`config.mk`:
```
export PLATFORM = sky130hd
export DESIGN_NAME = ex_alu_arbiter
export DESIGN_NICKNAME = d
export VERILOG_FILES = /design/src/rtl/ex_alu_arbiter.sv
export SDC_FILE = /design/constraint.sdc
export NUM_CORES = 1
export LEC_CHECK = 0
export ABC_CLOCK_PERIOD_IN_PS = 2200
export BUFFER_PORTS_ARGS = -buffer_cell sky130_fd_sc_hd__buf_4
export CORE_AREA = 4 4 117 119
export CTS_CLUSTER_SIZE = 25
export DETAILED_ROUTE_END_ITERATION = 16
export DIE_AREA = 0 0 121 123
export PLACE_DENSITY = 0.73
export SLEW_MARGIN = 20
export SYNTH_ARGS = -nofsm -noshare
export SYNTH_HDL_FRONTEND = slang
export SYNTH_SLANG_ARGS = --single-unit
export TNS_END_PERCENT = 30
```
`constraint.sdc`:
```
create_clock -name clk -period 2.2 [get_ports clk]
set_input_delay 0.11 -clock clk [delete_from_list [all_inputs] [get_ports clk]]
set_output_delay 0.11 -clock clk [all_outputs]
set_load 0.01 [all_outputs]
```
`src/rtl/ex_alu_arbiter.sv`:
```
// ex_alu_arbiter
//   Shares one combinational EX_ALU between two request ports. Each cycle at
//   most one port is granted. The granted port's op/operands drive the ALU,
//   and the ALU result is captured into that port's result slot on the edge
//   that ends the grant cycle. A one-bit round-robin pointer decides which
//   port wins when both are eligible.
//
//   Ports
//     clk, resetn                 clock, async active-low reset
//     p{n}_valid/_ready           request handshake for port n
//     p{n}_op, p{n}_a, p{n}_b     opcode and operands for port n
//     r{n}_valid/_ready           result handshake for port n
//     r{n}_result                 registered result for port n
//     ALU_op, ALU_op1, ALU_op2    drive the shared ALU (zero when idle)
//     ALU_result                  combinational result from the ALU
//
//   Priority state
//     prio | meaning
//     -----+-------------------------------------------
//       0  | port 0 wins when both ports are eligible
//       1  | port 1 wins when both ports are eligible
module ex_alu_arbiter #(
  parameter int unsigned XLEN       = 32,
  parameter int unsigned RESET_PRIO = 0
) (
  input  logic            clk,
  input  logic            resetn,

  input  logic            p0_valid,
  output logic            p0_ready,
  input  logic [3:0]      p0_op,
  input  logic [XLEN-1:0] p0_a,
  input  logic [XLEN-1:0] p0_b,

  input  logic            p1_valid,
  output logic            p1_ready,
  input  logic [3:0]      p1_op,
  input  logic [XLEN-1:0] p1_a,
  input  logic [XLEN-1:0] p1_b,

  output logic            r0_valid,
  input  logic            r0_ready,
  output logic [XLEN-1:0] r0_result,

  output logic            r1_valid,
  input  logic            r1_ready,
  output logic [XLEN-1:0] r1_result,

  output logic [3:0]      ALU_op,
  output logic [XLEN-1:0] ALU_op1,
  output logic [XLEN-1:0] ALU_op2,
  input  logic [XLEN-1:0] ALU_result
);

  localparam logic PRIO_INIT = (RESET_PRIO != 0);

  logic prio, prio_nxt;
  logic slot0_free, slot1_free;
  logic elig0, elig1;
  logic grant0, grant1;

  // A slot is free when empty or when its result is being consumed this
  // cycle, which allows back-to-back issue to the same port.
  assign slot0_free = !r0_valid || r0_ready;
  assign slot1_free = !r1_valid || r1_ready;

  // Gating with resetn keeps the handshake and ALU outputs quiet while the
  // async reset is asserted, not just after the next edge.
  assign elig0 = resetn && p0_valid && slot0_free;
  assign elig1 = resetn && p1_valid && slot1_free;

  assign grant0 = elig0 && (!elig1 || !prio);
  assign grant1 = elig1 && (!elig0 ||  prio);

  // priority register
  always_ff @(posedge clk or negedge resetn) begin
    if (!resetn) prio <= PRIO_INIT;
    else         prio <= prio_nxt;
  end

  // next priority: hand over to the other port after any grant
  always_comb begin
    prio_nxt = prio;
    if (grant0)      prio_nxt = 1'b1;
    else if (grant1) prio_nxt = 1'b0;
  end

  // outputs: handshake and ALU operand mux
  always_comb begin
    p0_ready = 1'b0;
    p1_ready = 1'b0;
    ALU_op   = '0;
    ALU_op1  = '0;
    ALU_op2  = '0;
    if (grant0) begin
      p0_ready = 1'b1;
      ALU_op   = p0_op;
      ALU_op1  = p0_a;
      ALU_op2  = p0_b;
    end else if (grant1) begin
      p1_ready = 1'b1;
      ALU_op   = p1_op;
      ALU_op1  = p1_a;
      ALU_op2  = p1_b;
    end
  end

  // result slots; a new grant takes precedence over a drain
  always_ff @(posedge clk or negedge resetn) begin
    if (!resetn) begin
      r0_valid  <= 1'b0;
      r0_result <= '0;
      r1_valid  <= 1'b0;
      r1_result <= '0;
    end else begin
      if (grant0) begin
        r0_valid  <= 1'b1;
        r0_result <= ALU_result;
      end else if (r0_valid && r0_ready) begin
        r0_valid  <= 1'b0;
      end
      if (grant1) begin
        r1_valid  <= 1'b1;
        r1_result <= ALU_result;
      end else if (r1_valid && r1_ready) begin
        r1_valid  <= 1'b0;
      end
    end
  end

endmodule

```
; ---- After elaboration in Yosys (flattened, before gate mapping)
; Index checks and enable logic that the tools add are counted.
[word_totals]
elab_cells = 40
regBits = 67
out_inout_bits = 136
[op_classes]
reduce_logical = 20
muxes = 15
[op_table]
columns = op, n
row1 = two-way mux 32 bit, 4
row2 = two-way mux 1 bit, 9
row3 = logical AND 1 bit, 8
row4 = two-way mux 4 bit, 2
row5 = nonzero test 2 bit, 3
row6 = zero test 1 bit, 5
row7 = logical OR 1 bit, 4

; ---- Logic depth before layout (Yosys ltp)
; Gate-level depths: netlist of the first run.
[logic_depth]
ltp_word = 8
mapped_depth = 6
depth_no_buf = 3

; ---- Worst setup path after synthesis of the first run
; No wires, ideal clock.
[synth_timing]
kind = reg-to-reg
from = register r1_valid
to = register r0_result[10]
required_time_ps = 2075
arrival_ps = 1520
stages_incl_launch_ff = 6
path_slack_ps = 556
setup_ps = 125
path_cell_list = dfrtp_1 -> nor2b_1 -> buf_2 -> o211ai_2 -> buf_4 -> mux2_2
[synth_via]
elab_chain_cells = 6
[synth_lines]
columns = item, line
row1 = "start, declared", 45  ; output logic r1_valid,
row2 = "start signal, assigned", 113  ; r1_valid <= 1'b0;
row3 = "start signal, assigned", 123  ; r1_valid <= 1'b1;
row4 = "start signal, assigned", 126  ; r1_valid <= 1'b0;
row5 = zero test 1 bit, 65  ; assign slot1_free = !r1_valid || r1_ready;
row6 = logical OR 1 bit, 65
row7 = logical AND 1 bit, 70  ; assign elig1 = resetn && p1_valid && slot1_free;
row8 = zero test 1 bit, 72  ; assign grant0 = elig0 && (!elig1 || !prio);
row9 = logical OR 1 bit, 72
row10 = logical AND 1 bit, 72
row11 = "end signal, assigned", 118  ; r0_result <= ALU_result;
row12 = "end, declared", 43  ; output logic [XLEN-1:0] r0_result,
; Every way passes these cells.
; A chain may end at the register's enable or synchronous reset.

; ---- Final worst setup path of the first run
[layout_timing]
from = register prio
to = output port ALU_op1[20]
[layout_via]
elab_chain_cells = 4
word_cells_on_any_way = 7
cone_classes = mux (2) / reduce/logical (5)
[layout_lines]
columns = item, line
row1 = "start, declared", 57  ; logic prio, prio_nxt;
row2 = "start signal, assigned", 78  ; else prio <= prio_nxt;
row3 = logical OR 1 bit or zero test 1 bit (tied branches), "73, 72"
row4 = logical AND 1 bit or logical OR 1 bit (tied branches), "73, 72"
row5 = two-way mux 32 bit or logical AND 1 bit (tied branches), "100, 72"
row6 = two-way mux 32 bit (*), 95  ; if (grant0) begin
row7 = "end, declared", 50  ; output logic [XLEN-1:0] ALU_op1,
; Mark *: on every way between the ends. The rest lies on a longest branch, timed or not.

==> results of run 1 <==
-- per-stage QoR --
step                      util (%)  cells
after floorplan                  -    389
after detailed placement      48.7    840
after global placement        48.7    840
after CTS                     51.1    857
final                         51.2    857
after global routing          51.2    857
-- Yosys cell counts (2+ instances only) --
library cell,count,area (um2)
nor2b_1,2,12.5
buf_1,2,7.51
o22ai_1,68,425
mux2_2,53,597
inv_1,2,7.51
buf_2,10,50.1
nand2_1,140,526
clkbuf_1,19,71.3
mux2_1,11,124
o21ai_0,2,10.0
buf_4,3,22.5
o211ai_2,2,25.0
dfrtp_1,67,1680
buf_6,3,33.8
-- cells by family (layout without fill, tap and decap cells) --
group | count (synthesis) | in the layout | share of synthesized area (%)
and+or+nand+nor | 145 | 145 | 15.3
AOI/OAI and AO/OA | 74 | 74 | 13.5
muxes | 64 | 64 | 19.8
DFF | 67 | 67 | 46.1
buffers and inverters | 39 | 335 | 5.30
-- routing by layer --
metal | up-vias | share of wire, %
met1 | 2004 | 37
met3 | 24 | 6.8
met4 | 0 | 1.9
li1 | 1940 | -
met5 | - | 0
met2 | 199 | 54
-- state kept, by name (all words and copies together), names as in the netlist --
| register | count |
|---|---|
| prio | 1 |
| r0_valid | 1 |
| r1_result | 32 |
| r0_result | 32 |
| r1_valid | 1 |
-- layout make-up --
cell class,count,area share [%]
Inverter,2,0.117
Tap cell,172,3.35
Multi-Input combinational cell,283,27.9
Clock buffer,11,3.62
Timing Repair Buffer,317,38.1
Clock inverter,5,0.837
Sequential cell,67,26.1
-- timing repair --
action,4_1_cts,5_1_grt
hold buffers,1,0
endpoints found under the hold margin,15,0
gates resized for setup,1,2
setup endpoints to repair,61,6
-- report_power, final --
part | internal (mW) | total [mW] | leakage (nW) | switching (mW)
registers | 1.58 | 1.76 | 0.789 | 0.181
logic | 1.13 | 2.03 | 2.27 | 0.903
clock network | 0.872 | 1.36 | 0.143 | 0.486
total | 3.58 | 5.15 | 3.20 | 1.57
-- final timing paths --
kind / from / endpoint / slack [ns] / cells after the start
setup / recovery: prio$_DFFE_PN0P_ / ALU_op1[20] / 0.18 / 5
hold / removal: ALU_result[19] / r1_result[19]$_DFFE_PN0N_ / 0.02 / 2
setup reg to reg: r0_valid$_DFFE_PN0P_ / r1_result[11]$_DFFE_PN0N_ / 0.62 / 4
hold reg to reg: r1_result[19]$_DFFE_PN0N_ / r1_result[19]$_DFFE_PN0N_ / 0.48 / 1
max in group asynchronous: resetn / r1_result[30]$_DFFE_PN0N_ / 0.65 / 4
min in group asynchronous: resetn / r1_result[23]$_DFFE_PN0N_ / 0.23 / 2
-- placed cells by master (no fill, tap or decap), types with 2 or more instances in the layout --
master	instances
o22ai_1	68
buf_12	5
mux2_1	11
mux2_2	53
clkbuf_1	2
dfrtp_1	67
o211ai_4	2
nand2_1	140
buf_4	310
clkbuf_16	9
o21ai_0	2
clkinv_2	3
inv_1	2
==> metrics.cfg, run 1 <==
[timing]
fin_worst_skew_ns = 0.00738
holdWs_ns = 0.0174
max_freq_mhz = 496
finalWorstSetupSlack_ns = 0.184
period_minus_slack_ns = 2.02
finalMaxSlewViolations = 0
worst_pin_slew_ns = 0.653
timing.slew.headroom_pct = 56.5
setup_viol = 0
fin_crit_sh_pct = 91.6
fin_setup_tns_ns = 0
hold_viol = 0
rsz0062_at_grt = no

[logic_synthesis]
syn_area_um2 = 3640
synthFlopType = dfrtp_1
yosysWarnings = 0
syn_area_per_cell_um2 = 9.35
ys_seq_area_share_pct = 46.1
synth_edf_count = 0
synth-seq-cells = 67
ys_types = 19
postSynth.asyncResetShare_pct = 100
syn_inst = 389
synthesis.nets = 563

[pwr]
p_per_area_nw_per_um2 = 801
p_leak_nw = 3.20
total_power_mw = 5.15
ir_drop_v = 0.000441

[final_layout]
n_fill_cell = 1142
ff_latch_area_um2 = 1680
nets = 854
syn2layout_area_growth_pct = 76.8
drive_gt1_share_pct = 56.9
diodes = 0
fin_area_um2 = 6430
multi_input_area_um2 = 1800

[global_route]
grt_max_degree = 94
grt_pass1_vias = 4104
grt_pass1_wl_mm = 22.0
top_usage_layer = met2
track_usage_pct = 18.7
overflow = 0
grt_antenna_before_repair = 0
grt_use_met3_pct = 4.21
met2_usage_pct = 33.8
grt_util_met1_pct = 22.3

[critical_path]
worst_ep_arrival_time_ns = 1.91
crit_chain = nor2b_1 > a211o_2 > buf_12 > o22ai_1 > buf_4
slowest_stage = dfrtp_1
cp_top_family = buffers and inverters
cp-end-kind = output pin
cp-start-kind = register
path_buf_inv = 2
slowest_delay_ns = 0.40
crit_required_ns = 2.09
crit_path_max_fanout = 60
critPathKind = register to output pin

[clocking]
path_clk_slew_ns = 0.05
cts_tree = built
cts-buffers-inserted = 9
root_buffer = clkbuf_16
cts_sinks = 67
post_cts_buffers = 0
clock_latency_ns = 0.32
htree_levels = 3
cts_buffer_depth = 2

[placement]
place_area_um2 = 6120
dpl.hpwl_mm = 12.1
port_buffers = 309
place_ws_ns = 0.215
globalplace.congestion = 0.851

[outcome]
status = complete, no violations

[drt]
wire_per_inst_um = 17.6
viasPerCell = 4.86
via_count = 4167
first_pass_iters = 4
drcViolationCount = 0
drt_iter0_markers = 356
postRouteAntennaNets = 0
wl_mm = 15.1

[job]
cap_violations = 0

[die]
ioPinCount = 310
fp.coreArea_um2 = 12600
dieArea_um2 = 14900
die_w_um = 121
num_rows = 41
die_h_um = 123
initial_utilization_pct = 28.9

[min_path]
holdCritPathClass = input pin to register

No activity file was read; power rests on OpenSTA's default activity.
==> run 2, diff against run 1 <==
--- a/config.mk
+++ b/config.mk
@@ -11,7 +11,7 @@
 export CTS_CLUSTER_SIZE = 25
 export DETAILED_ROUTE_END_ITERATION = 16
 export DIE_AREA = 0 0 121 123
-export PLACE_DENSITY = 0.73
+export PLACE_DENSITY = 0.64
 export SLEW_MARGIN = 20
 export SYNTH_ARGS = -nofsm -noshare
 export SYNTH_HDL_FRONTEND = slang
==> metrics.cfg, run 2 (same netlist as run 1, synthesis figures left out) <==
[die]
fp.coreArea_um2 = 12600  ; unchanged
initial_utilization_pct = 28.9  ; unchanged
dieArea_um2 = 14900  ; unchanged
die_w_um = 121  ; unchanged
num_rows = 41  ; unchanged
ioPinCount = 310  ; unchanged
die_h_um = 123  ; unchanged

[outcome]
status = complete, no violations

[final_layout]
drive_gt1_share_pct = 57.0  ; about the same
top_regs = r0_result x32, r1_result x32
nets = 860  ; +0.70%
diodes = 0  ; unchanged
syn2layout_area_growth_pct = 78.9
fin_cells = 862  ; +0.58%
final_cell_mix = buf_4, nand2_1, o22ai_1
final_common_cell = buf_4

[timing]
fin_worst_skew_ns = 0.00521  ; -0.00217 ns
worst_pin_slew_ns = 0.666  ; +0.0133 ns
setup_viol = 0  ; unchanged
fin_setup_tns_ns = 0  ; unchanged
timing.slew.headroom_pct = 55.6  ; -0.88 points
period_minus_slack_ns = 2.12  ; +0.103 ns
fin_crit_sh_pct = 96.3  ; +4.7 points
finalMaxSlewViolations = 0  ; unchanged
max_freq_mhz = 472  ; -4.9%
hold_viol = 0  ; unchanged
rsz0062_at_grt = no

[critical_path]
crit_required_ns = 2.09  ; about the same
critPathKind = input pin to output pin
reg2reg_depth = 4  ; unchanged
worst_ep_arrival_time_ns = 2.01  ; +0.10 ns
cp-end-kind = output pin
r2r_end = r1_result[10]$_DFFE_PN0N_
cp-start-kind = input pin
worstReg2RegStart = r0_valid$_DFFE_PN0P_
reg2reg_slack_ns = 0.49  ; -0.13 ns
crit_path_max_fanout = 109  ; +82%

[drt]
via_count = 4051  ; -2.8%
wl_mm = 14.7  ; -2.4%
wire_per_inst_um = 17.1  ; -3.0%
first_pass_iters = 5  ; +1
drcViolationCount = 0  ; unchanged
drt_iter0_markers = 212  ; -40%
viasPerCell = 4.70  ; -3.3%
postRouteAntennaNets = 0  ; unchanged

[pwr]
power_frac_comb_pct = 38.6  ; -0.9 points
p_seq_share_pct = 33.1  ; -1.1 points
clockPowerShare_pct = 28.3  ; +1.9 points
swShare_pct = 29.9  ; -0.55 points
switching_power_mw = 1.58  ; +0.93%
p_leak_nw = 3.24  ; +1.1%
ir_drop_v = 0.000365  ; -17%
p_per_area_nw_per_um2 = 814  ; +1.6%
p_int_mw = 3.71  ; +3.6%

[clocking]
path_clk_slew_ns = 0.05  ; about the same
cts_tree = built
cts-buffers-inserted = 9  ; unchanged
post_cts_buffers = 0  ; unchanged
htree_levels = 3  ; unchanged
cts_buffer_depth = 2  ; unchanged
root_buffer = clkbuf_16
clock_latency_ns = 0.32  ; about the same
cts_sinks = 67  ; unchanged

[placement]
port_buffers = 309  ; unchanged
dpl.hpwl_mm = 11.8  ; -2.8%
dp.cells = 844  ; +0.48%
globalplace.congestion = 0.924  ; +8.6%

[global_route]
grt_antenna_before_repair = 0  ; unchanged
overflow = 0  ; unchanged
track_usage_pct = 18.3  ; -0.40 points
grt_pass1_wl_mm = 21.2  ; -3.4%
grt_max_degree = 110  ; +17%
grt_pass1_vias = 4049  ; -1.3%

[job]
cap_violations = 0  ; unchanged

[min_path]
hp-start = ALU_result[13]
holdCritPathClass = input pin to register
worstHoldPathCells = 2  ; unchanged
hold_end = r1_result[13]$_DFFE_PN0N_

## run 2: cell types whose count changed in the layout (fill, tap and decap cells not counted), sizes merged
cell         before  now
clkbuf           11    9
clkinv            4    2
dlygate4sd3       1    3
bufinv            1    2
clkinvlp          0    1
buf             316  320
inv               2    3
## run 2: worst max-delay path, cell delays in order
cell           delay (ns)
dlygate4sd3_1        0.55
buf_6                0.28
buf_12               0.38
nand2_1              0.09
o22ai_1              0.31
buf_4                0.19
## run 2: how the worst max path moves through the flow
stage	startpoint	endpoint	slack [ns]	cells past startpoint
finish	resetn	ALU_op1[1]	0.08	6
global route	resetn	ALU_op1[1]	0.01	6
CTS	r1_valid$_DFFE_PN0P_	ALU_op1[13]	0.12	6
detailed placement	r1_valid$_DFFE_PN0P_	ALU_op1[13]	0.49	6
global placement	r1_valid$_DFFE_PN0P_	ALU_op1[27]	0.52	6
floorplan	r1_valid$_DFFE_PN0P_	r0_result[10]$_DFFE_PN0P_	0.56	5
## run 2: cell type report
type,count,area (um2)
Inverter,2,7.51
Multi-Input combinational cell,283,1790
Clock buffer,9,225
Sequential cell,67,1680
Timing Repair Buffer,323,2500
Fill cell,1204,6060
Clock inverter,6,90.1
Tap cell,172,215
## run 2: power by group through the flow
stage	combinational [mW]	clock (mW)	sequential, mW
floorplan	0.699	0	1.92
global placement	2.03	0	1.75
detailed placement	2.06	0	1.78
CTS	2.07	1.54	1.76
global route	2.19	1.60	1.80
finish	2.04	1.50	1.75
## run 2: what timing repair did
| item | CTS | global route |
|---|---|---|
| gates resized for setup | 0 | 1 |
| hold buffers | 3 | 0 |
| setup endpoints to repair | 0 | 5 |
| hold endpoints to repair | 3 | 0 |
## run 2: metrics by stage
stage	worst slack (ns)	utilization (%)	hold slack, ns	power [mW]	area (um2)
after CTS	0.118	51.7	0.000250	5.37	6500
after detailed placement	0.489	49.0	0.00930	3.84	6150
final	0.0807	51.8	0.0133	5.29	6510
after global routing	0.00998	51.8	0.00381	5.59	6510
after global placement	0.519	49.0	0.00597	3.78	6150
after floorplan	0.556	-	-0.186	2.62	3640
## run 2: metal layers
layer	vias up	GRT usage (%)	routed length [um]
li1	1947	-	-
met1	1903	21.4	5460
met2	171	31.7	7900
met3	30	5.26	956
met4	0	7.51	434
met5	-	0	0
